<file path="config.mk">
export PLATFORM = sky130hd
export DESIGN_NAME = inst_fetch_buffer
export DESIGN_NICKNAME = d
export VERILOG_FILES = /design/src/rtl/inst_fetch_buffer.sv
export SDC_FILE = /design/constraint.sdc
export NUM_CORES = 1
export LEC_CHECK = 0
export ABC_AREA = 1
export BUFFER_PORTS_ARGS = -buffer_cell sky130_fd_sc_hd__buf_4
export CORE_ASPECT_RATIO = 0.7
export CORE_UTILIZATION = 44
export CTS_BUF_LIST = sky130_fd_sc_hd__clkbuf_4 sky130_fd_sc_hd__clkbuf_8
export CTS_CLUSTER_DIAMETER = 40
export DETAILED_ROUTE_END_ITERATION = 10
export PLACE_DENSITY_LB_ADDON = 0.05
export SETUP_SLACK_MARGIN = 0.4
export SLEW_MARGIN = 20
export SYNTH_ARGS = -nofsm -noshare
export SYNTH_HDL_FRONTEND = slang
export SYNTH_SLANG_ARGS = --single-unit
</file>
<file path="constraint.sdc">
create_clock -name clk -period 10.35 [get_ports clk]
set_input_delay 0.5175 -clock clk [delete_from_list [all_inputs] [get_ports clk]]
set_output_delay 0.5175 -clock clk [all_outputs]
set_load 0.01 [all_outputs]
</file>
<file path="src/rtl/inst_fetch_buffer.sv">
// Instruction fetch stage: drives the ROM address from the pc register and queues
// {pc, inst} pairs for decode behind a valid/ready handshake; redirects flush and refetch.
module inst_fetch_buffer #(
  parameter logic [31:0] RESET_PC = 32'h0000_0000,
  parameter int unsigned DEPTH    = 2
) (
  input  logic        clk,
  input  logic        reset_n,
  output logic [11:0] rom_addr,
  input  logic [31:0] rom_inst,
  input  logic        redirect_valid,
  input  logic [31:0] redirect_pc,
  output logic        out_valid,
  input  logic        out_ready,
  output logic [31:0] out_pc,
  output logic [31:0] out_inst,
  output logic        misaligned
);

  localparam int unsigned PW = $clog2(DEPTH);
  localparam int unsigned CW = PW + 1;

  logic [31:0]   r_pc;
  logic [63:0]   r_mem [DEPTH];
  logic [PW-1:0] r_rd_ptr;
  logic [PW-1:0] r_wr_ptr;
  logic [CW-1:0] r_count;
  logic          r_misaligned;

  logic          w_pop;
  logic          w_push_ok;
  logic          w_push;
  logic [63:0]   w_head;

  // A full buffer still accepts a fetch when the head leaves in the same cycle.
  assign w_pop     = out_valid & out_ready;
  assign w_push_ok = (r_count < CW'(DEPTH)) | w_pop;
  assign w_push    = w_push_ok & ~redirect_valid;
  assign w_head    = r_mem[r_rd_ptr];

  assign rom_addr   = r_pc[11:0];
  assign out_valid  = (r_count != '0);
  assign out_pc     = w_head[63:32];
  assign out_inst   = w_head[31:0];
  assign misaligned = r_misaligned;

  // Control state: reset beats redirect, redirect beats push/pop.
  always_ff @(posedge clk) begin
    if (!reset_n) begin
      r_pc         <= RESET_PC;
      r_rd_ptr     <= '0;
      r_wr_ptr     <= '0;
      r_count      <= '0;
      r_misaligned <= 1'b0;
    end else if (redirect_valid) begin
      r_pc         <= {redirect_pc[31:2], 2'b00};
      r_rd_ptr     <= '0;
      r_wr_ptr     <= '0;
      r_count      <= '0;
      r_misaligned <= |redirect_pc[1:0];
    end else begin
      r_misaligned <= 1'b0;
      if (w_push) begin
        r_wr_ptr <= r_wr_ptr + PW'(1);
        r_pc     <= r_pc + 32'd4;
      end
      if (w_pop) begin
        r_rd_ptr <= r_rd_ptr + PW'(1);
      end
      case ({w_push, w_pop})
        2'b10:   r_count <= r_count + CW'(1);
        2'b01:   r_count <= r_count - CW'(1);
        default: r_count <= r_count;
      endcase
    end
  end

  // Entry storage carries no reset; contents are only observed while counted valid.
  always_ff @(posedge clk) begin
    if (reset_n && w_push) begin
      r_mem[r_wr_ptr] <= {r_pc, rom_inst};
    end
  end

endmodule

</file>
==> results of run 1 <==
sequential cells by signal, summed over array words and instances, names as in the netlist, named ones only:
| register | count |
|---|---|
| r_mem | 124 |
| r_pc | 30 |
| r_count | 2 |
| misaligned | 1 |
| r_rd_ptr | 1 |
| r_wr_ptr | 1 |
power by group through the flow:
stage	Clock, µW	Combinational [µW]	Sequential [µW]
after floorplan	0	63.9	745
final	444	116	735
after CTS	458	117	735
after global placement	0	115	748
after detailed placement	0	117	749
after global routing	484	127	738
area by class of cell:
type                    instances  share of cell area (%)
clock buffers                  19                    2.93
clock inverters                13                    1.61
inverters                      53                    2.43
multi-input cells             355                    24.9
flip-flops and latches        160                    52.3
well taps                     200                    2.95
repair buffers                145                    12.8
worst paths after layout:
path,slack (ns),cells past startpoint,startpoint,end
worst max-delay path,7.81,3,flip-flop,out_pc[28]
worst min-delay path,0.25,1,rom_inst[21],r_mem[1][21]
worst max register to register,8.18,7,r_count[1],r_mem[0][60]
worst min register to register,0.45,1,r_rd_ptr,flip-flop
cell families (layout without fill, tap and decap cells):
kind of cell	Yosys count	count (layout)	share of synthesized area [%]
adder cells (fa/ha/maj)	2	2	0.360
flip-flops	160	160	64.0
AND/OR/NAND/NOR	214	214	13.4
other	1	4	0.0540
AO/OA/AOI/OAI	69	69	5.82
multiplexers	62	62	10.0
XOR/XNOR	4	4	0.504
buffers and inverters	84	230	5.85
cell usage in the layout, fill, tap and decap left out, types with 4 or more instances in the layout:
| cell | netlist | final |
|---|---|---|
| inv_1 | 51 | 51 |
| nor2_2 | 5 | 5 |
| a21oi_1 | 25 | 25 |
| conb_1 | 1 | 4 |
| nand3_1 | 41 | 41 |
| edfxtp_1 | 124 | 124 |
| dfxtp_1 | 36 | 35 |
| o21ai_0 | 18 | 18 |
| nor3_1 | 7 | 5 |
| xor2_1 | 4 | 4 |
| a31oi_1 | 8 | 8 |
| nand2_1 | 109 | 109 |
| mux2_2 | 62 | 62 |
| inv_6 | 0 | 4 |
| nor2_1 | 40 | 40 |
| clkbuf_8 | 0 | 17 |
| buf_4 | 14 | 145 |
metrics by stage:
stage / setup slack [ns] / utilization (%) / total power [µW] / cells
floorplan: 4.43 / - / 809 / 599
global placement: 7.48 / 52.5 / 863 / 913
detailed placement: 7.38 / 52.5 / 866 / 913
CTS: 7.75 / 55.0 / 1310 / 945
global route: 7.65 / 55.0 / 1350 / 945
finish: 7.81 / 55.0 / 1290 / 945
routing by layer:
| layer | up-vias | track usage, % | wire, µm | share of wire [%] |
|---|---|---|---|---|
| met5 | - | 0 | 0 | 0 |
| met4 | 0 | 5.39 | 156 | 1.0 |
| met3 | 13 | 5.38 | 930 | 6.2 |
| met2 | 154 | 30.1 | 6700 | 44 |
| met1 | 2271 | 27.0 | 7270 | 48 |
| li1 | 2331 | - | - | - |
worst reg2reg max path: stages (launching register included):
cell and delay, ns:
dfxtp_1 0.43, inv_1 0.08, nand2_2 0.08, nand2_2 0.07
nand2_4 0.16, inv_1 0.14, nor3_2 0.12, buf_4 0.65
==> impl_metrics.env, run 1 <==
export IMPL_run_status="finished with violations"
export IMPL_violations="DRC"
export IMPL_seq_area_frac_synth_pct=64.0
export IMPL_multi_input_area_um2=2120
export IMPL_postCtsResizedCells=0
export IMPL_holdWs_ns=0.251
export IMPL_slew_violations=0
export IMPL_clock_skew_final_ns=0.0117
export IMPL_drtAntennaViolNets=0
export IMPL_drt_iter0_drc=357
export IMPL_p_clk_share_pct=34.3
export IMPL_setup_viol=0
export IMPL_p_sw_share_pct=23.1
export IMPL_worst_hold_path_type="input port to flip-flop"
export IMPL_slowest_stage="buf_4"
export IMPL_numCtsBuffers=17
export IMPL_synth_seq_cells=160
export IMPL_routabilityCongestion=0.877
export IMPL_grt_max_degree=63
export IMPL_synth_flop_cell="edfxtp_1"
export IMPL_rsz0062_at_grt="no"
export IMPL_worst_path_buf_inv=2
export IMPL_dpl_hpwl_um=10300
export IMPL_drv_cap=0
export IMPL_clock_sinks=160
export IMPL_power_density_nw_per_um2=152
export IMPL_cts_setup_buffers=0
export IMPL_ys_types=38
export IMPL_crit_type="flip-flop to output pin"
export IMPL_syn_area_um2=6950
export IMPL_dieHeight_um=107
export IMPL_place_area_um2=8110
export IMPL_arrival_ns=2.03
export IMPL_clock_latency_ns=0.44
export IMPL_synthArstFlopShare_pct=0
export IMPL_finalHoldViolCount=0
export IMPL_syn_inst=596
export IMPL_area_sequential_um2=4450
export IMPL_root_buffer="clkbuf_8"
export IMPL_post_route_min_period_ns=2.54
export IMPL_fin_setup_tns_ns=0
export IMPL_p_int_uw=996
export IMPL_worst_ir_drop_vdd_mv=0.100
export IMPL_fp_dieArea_um2=16300
export IMPL_synth_top_cell_area_share_pct=53.6
export IMPL_cts_hold_buf=0
export IMPL_synthTopCellsByCount="edfxtp_1, nand2_1, mux2_2"
export IMPL_wl_per_cell_um=15.9
export IMPL_ctsHtreeMaxLevel=4
export IMPL_startpoint_type="flip-flop"
export IMPL_synth_avg_cell_area_um2=11.7
export IMPL_wl_um=15100
export IMPL_nets=802
export IMPL_grt_overflow_total=0
export IMPL_leakagePower_uw=0.00320
export IMPL_viasPerCell=5.05
export IMPL_worst_slew_pin_slew_ns=0.845
export IMPL_placement_rows=38
export IMPL_slew_limit_headroom_pct=43.7
export IMPL_ys_warn_count=0
export IMPL_endpoint_kind="output pin"
export IMPL_worstPathRequired_ns=9.83
export IMPL_insertedDiodeCount=0
export IMPL_p_comb_share_pct=9.0
export IMPL_cp_max_fo=62
export IMPL_core_um2=15500
export IMPL_crit_top_cell="buf_4"
export IMPL_area_growth_synth_to_final_pct=22.3
export IMPL_seq_power_share_pct=56.8
export IMPL_power_switching_uw=299
export IMPL_ios=146
export IMPL_worstPathCellList="buf_4 -> mux2_2 -> buf_4"
export IMPL_vias=4769
export IMPL_fmaxAchievable_mhz=393
export IMPL_drtPass1Iterations=7
export IMPL_synth_top_cell_by_area="edfxtp_1"
export IMPL_cp_slowest_stage_delay_ns=0.62
export IMPL_drc=11
export IMPL_finalCritPeriodShare_pct=24.6
export IMPL_synthMostInstantiatedCell="edfxtp_1"
export IMPL_clk_pin_slew_ns=0.09
export IMPL_die_w_um=152
export IMPL_portBuffers=141
export IMPL_nFillCells=1354
export IMPL_crit_family="buffers and inverters"
export IMPL_cts_buffer_depth=2
export IMPL_cts_tree="built"
export IMPL_grtUsageTotal_pct=19.5
export IMPL_synth_edf_count=124
export IMPL_grt_pass1_vias=4656
export IMPL_drive_above_1_share_pct=34.6
export IMPL_start_util_pct=45.0
export IMPL_final_cell_area_um2=8500
export IMPL_synth_area_leaders="edfxtp_1, dfxtp_1, mux2_2, nand2_1, nand3_1"
export IMPL_grt_pass1_wl_um=24200
export IMPL_antenna_found_initial=0
Note: power is estimated with default switching activity, not from simulation.
==> run 2: changes to the inputs <==
Clock period 10.35 ns to 2.5 ns, I/O delays scaled along.
==> run 2 against run 1 <==
Effect of this change: the flow still finishes with violations (DRC); power grew to 4.2 times the previous value; utilization is 3.8 points higher; clock skew is 0.0040 ns higher; combinational power grew to 4.9 times the previous value; register-to-register slack worse by 7.6 ns; sequential cell count stayed put; critical endpoint is now out_inst[15]; largest power group unchanged.
==> impl_metrics.env, run 2 (same netlist as run 1, synthesis figures left out) <==
export IMPL_p_sw_share_pct=23.6
export IMPL_routabilityCongestion=0.858
export IMPL_seq_power_share_pct=56.1
export IMPL_endpoint_kind="output pin"
export IMPL_fp_dieArea_um2=16300
export IMPL_fmaxAchievable_mhz=527
export IMPL_run_status="finished with violations"
export IMPL_cp_endpoint="out_inst[15]"
export IMPL_cts_tree="built"
export IMPL_setup_viol=0
export IMPL_clock_skew_final_ns=0.0157
export IMPL_grt_overflow_total=0
export IMPL_cp_slowest_stage_delay_ns=0.41
export IMPL_antenna_found_initial=0
export IMPL_area_growth_synth_to_final_pct=30.7
export IMPL_largest_reg_flops=124
export IMPL_clock_latency_ns=0.46
export IMPL_dieHeight_um=107
export IMPL_viasPerCell=5.08
export IMPL_drive_above_1_share_pct=33.9
export IMPL_leakagePower_uw=0.00344
export IMPL_p_int_uw=4140
export IMPL_crit_family="buffers and inverters"
export IMPL_clock_sinks=160
export IMPL_finalHoldViolCount=0
export IMPL_slowest_stage="mux2_2"
export IMPL_final_common_cell="buf_4"
export IMPL_worstReg2RegStart="r_pc[3]"
export IMPL_reg2reg_slack_ns=0.61
export IMPL_drc=13
export IMPL_grt_pass1_vias=5103
export IMPL_cts_buffer_depth=2
export IMPL_p_comb_share_pct=10.5
export IMPL_final_cell_mix="buf_4, edfxtp_1, nand2_1"
export IMPL_vias=5072
export IMPL_grtUsageTotal_pct=21.5
export IMPL_ios=146
export IMPL_path_depth=3
export IMPL_wl_um=16800
export IMPL_top_register="r_mem"
export IMPL_portBuffers=141
export IMPL_place_area_um2=8210
export IMPL_grt_max_degree=45
export IMPL_drv_cap=0
export IMPL_final_cell_area_um2=9080
export IMPL_drtPass1Iterations=9
export IMPL_numCtsBuffers=17
export IMPL_reg2reg_to="r_pc[30]"
export IMPL_startpoint_type="flip-flop"
export IMPL_nets=856
export IMPL_reg_top3="r_mem x124, r_pc x30, r_count x2"
export IMPL_grt_pass1_wl_um=26400
export IMPL_power_switching_uw=1280
export IMPL_cts_setup_buffers=0
export IMPL_core_um2=15500
export IMPL_placement_rows=38
export IMPL_arrival_ns=1.77
export IMPL_violations="DRC"
export IMPL_drtAntennaViolNets=0
export IMPL_place_inst=917
export IMPL_worst_ir_drop_vdd_mv=0.338
export IMPL_wl_per_cell_um=16.8
export IMPL_cp_max_fo=34
export IMPL_post_route_min_period_ns=1.90
export IMPL_dpl_hpwl_um=11100
export IMPL_start_util_pct=45.0
export IMPL_crit_top_cell="buf_4"
export IMPL_worstPathRequired_ns=2.38
export IMPL_fin_cells=999
export IMPL_p_clk_share_pct=33.5
export IMPL_rsz0062_at_grt="no"
export IMPL_power_total_uw=5420
export IMPL_worst_hold_path_type="input port to flip-flop"
export IMPL_die_w_um=152
export IMPL_holdWs_ns=0.0296
export IMPL_slew_violations=0
export IMPL_crit_type="flip-flop to output pin"
export IMPL_drt_iter0_drc=326
export IMPL_power_density_nw_per_um2=596
export IMPL_finalCritPeriodShare_pct=76.0
export IMPL_worst_path_buf_inv=2
export IMPL_reg2reg_depth=9
export IMPL_clk_pin_slew_ns=0.08
export IMPL_worstPathCellList="buf_4 -> mux2_2 -> buf_4"
export IMPL_insertedDiodeCount=0
export IMPL_root_buffer="clkbuf_8"
export IMPL_ctsHtreeMaxLevel=4
run 2: cell types whose count changed in the layout (fill, tap and decap cells not counted), moves of 3 or more:
cell,before,now
dlygate4sd3_1,0,50
inv_1,51,47
inv_2,0,3
clkbuf_4,2,5
run 2: final cells by class:
cell class	count	area, µm²
Clock buffer	23	285
Clock inverter	9	85.1
Fill cell	1306	6370
Inverter	53	214
Multi-Input combinational cell	355	2160
Sequential cell	160	4450
Tap cell	200	250
Timing Repair Buffer	199	1640
run 2: power by group through the flow:
stage / logic (µW) / registers [µW] / clock network (µW)
finish: 566 / 3040 / 1810
CTS: 572 / 3040 / 1860
global route: 618 / 3050 / 1950
floorplan: 272 / 3080 / 0
global placement: 501 / 3090 / 0
detailed placement: 507 / 3100 / 0
run 2: worst min-delay path by stage:
stage,start,endpoint,slack [ns],cells past startpoint
detailed placement,rom_inst[8],r_mem[1][8],0.31,1
floorplan,rom_inst[0],r_mem[0][0],0.22,0
finish,redirect_pc[8],r_pc[8],0.03,5
CTS,redirect_pc[8],r_pc[8],0.002,5
global route,redirect_pc[25],r_pc[25],0.04,5
global placement,rom_inst[27],r_mem[0][27],0.31,1
run 2: metal layers:
layer | part of all wire [%] | vias up | global-route usage (%) | routed length, µm
met2 | 46 | 188 | 34.2 | 7640
li1 | - | 2441 | - | -
met4 | 1.2 | 0 | 7.73 | 196
met1 | 47 | 2423 | 29.2 | 7810
met3 | 6.7 | 20 | 4.41 | 1120
met5 | 0 | - | 0 | 0
run 2: timing repair:
action / CTS / global route
endpoints found under the hold margin: 80 / 0
endpoints found under the setup margin: 0 / 1
resized for setup: 0 / 1
hold buffers: 50 / 0
run 2: stage by stage:
| step | util, % | setup WS, ns | setup TNS, ns |
|---|---|---|---|
| after floorplan | - | -0.123 | -15.31 |
| after global placement | 53.1 | 0.652 | 0 |
| after detailed placement | 53.1 | 0.606 | 0 |
| after CTS | 58.8 | 0.565 | 0 |
| after global routing | 58.8 | 0.438 | 0 |
| final | 58.8 | 0.601 | 0 |
run 2: worst min-delay path: stages:
cell and delay, ns:
buf_4 0.08, nand2_1 0.06, o21ai_1 0.07, a21oi_1 0.04, nor2_1 0.07
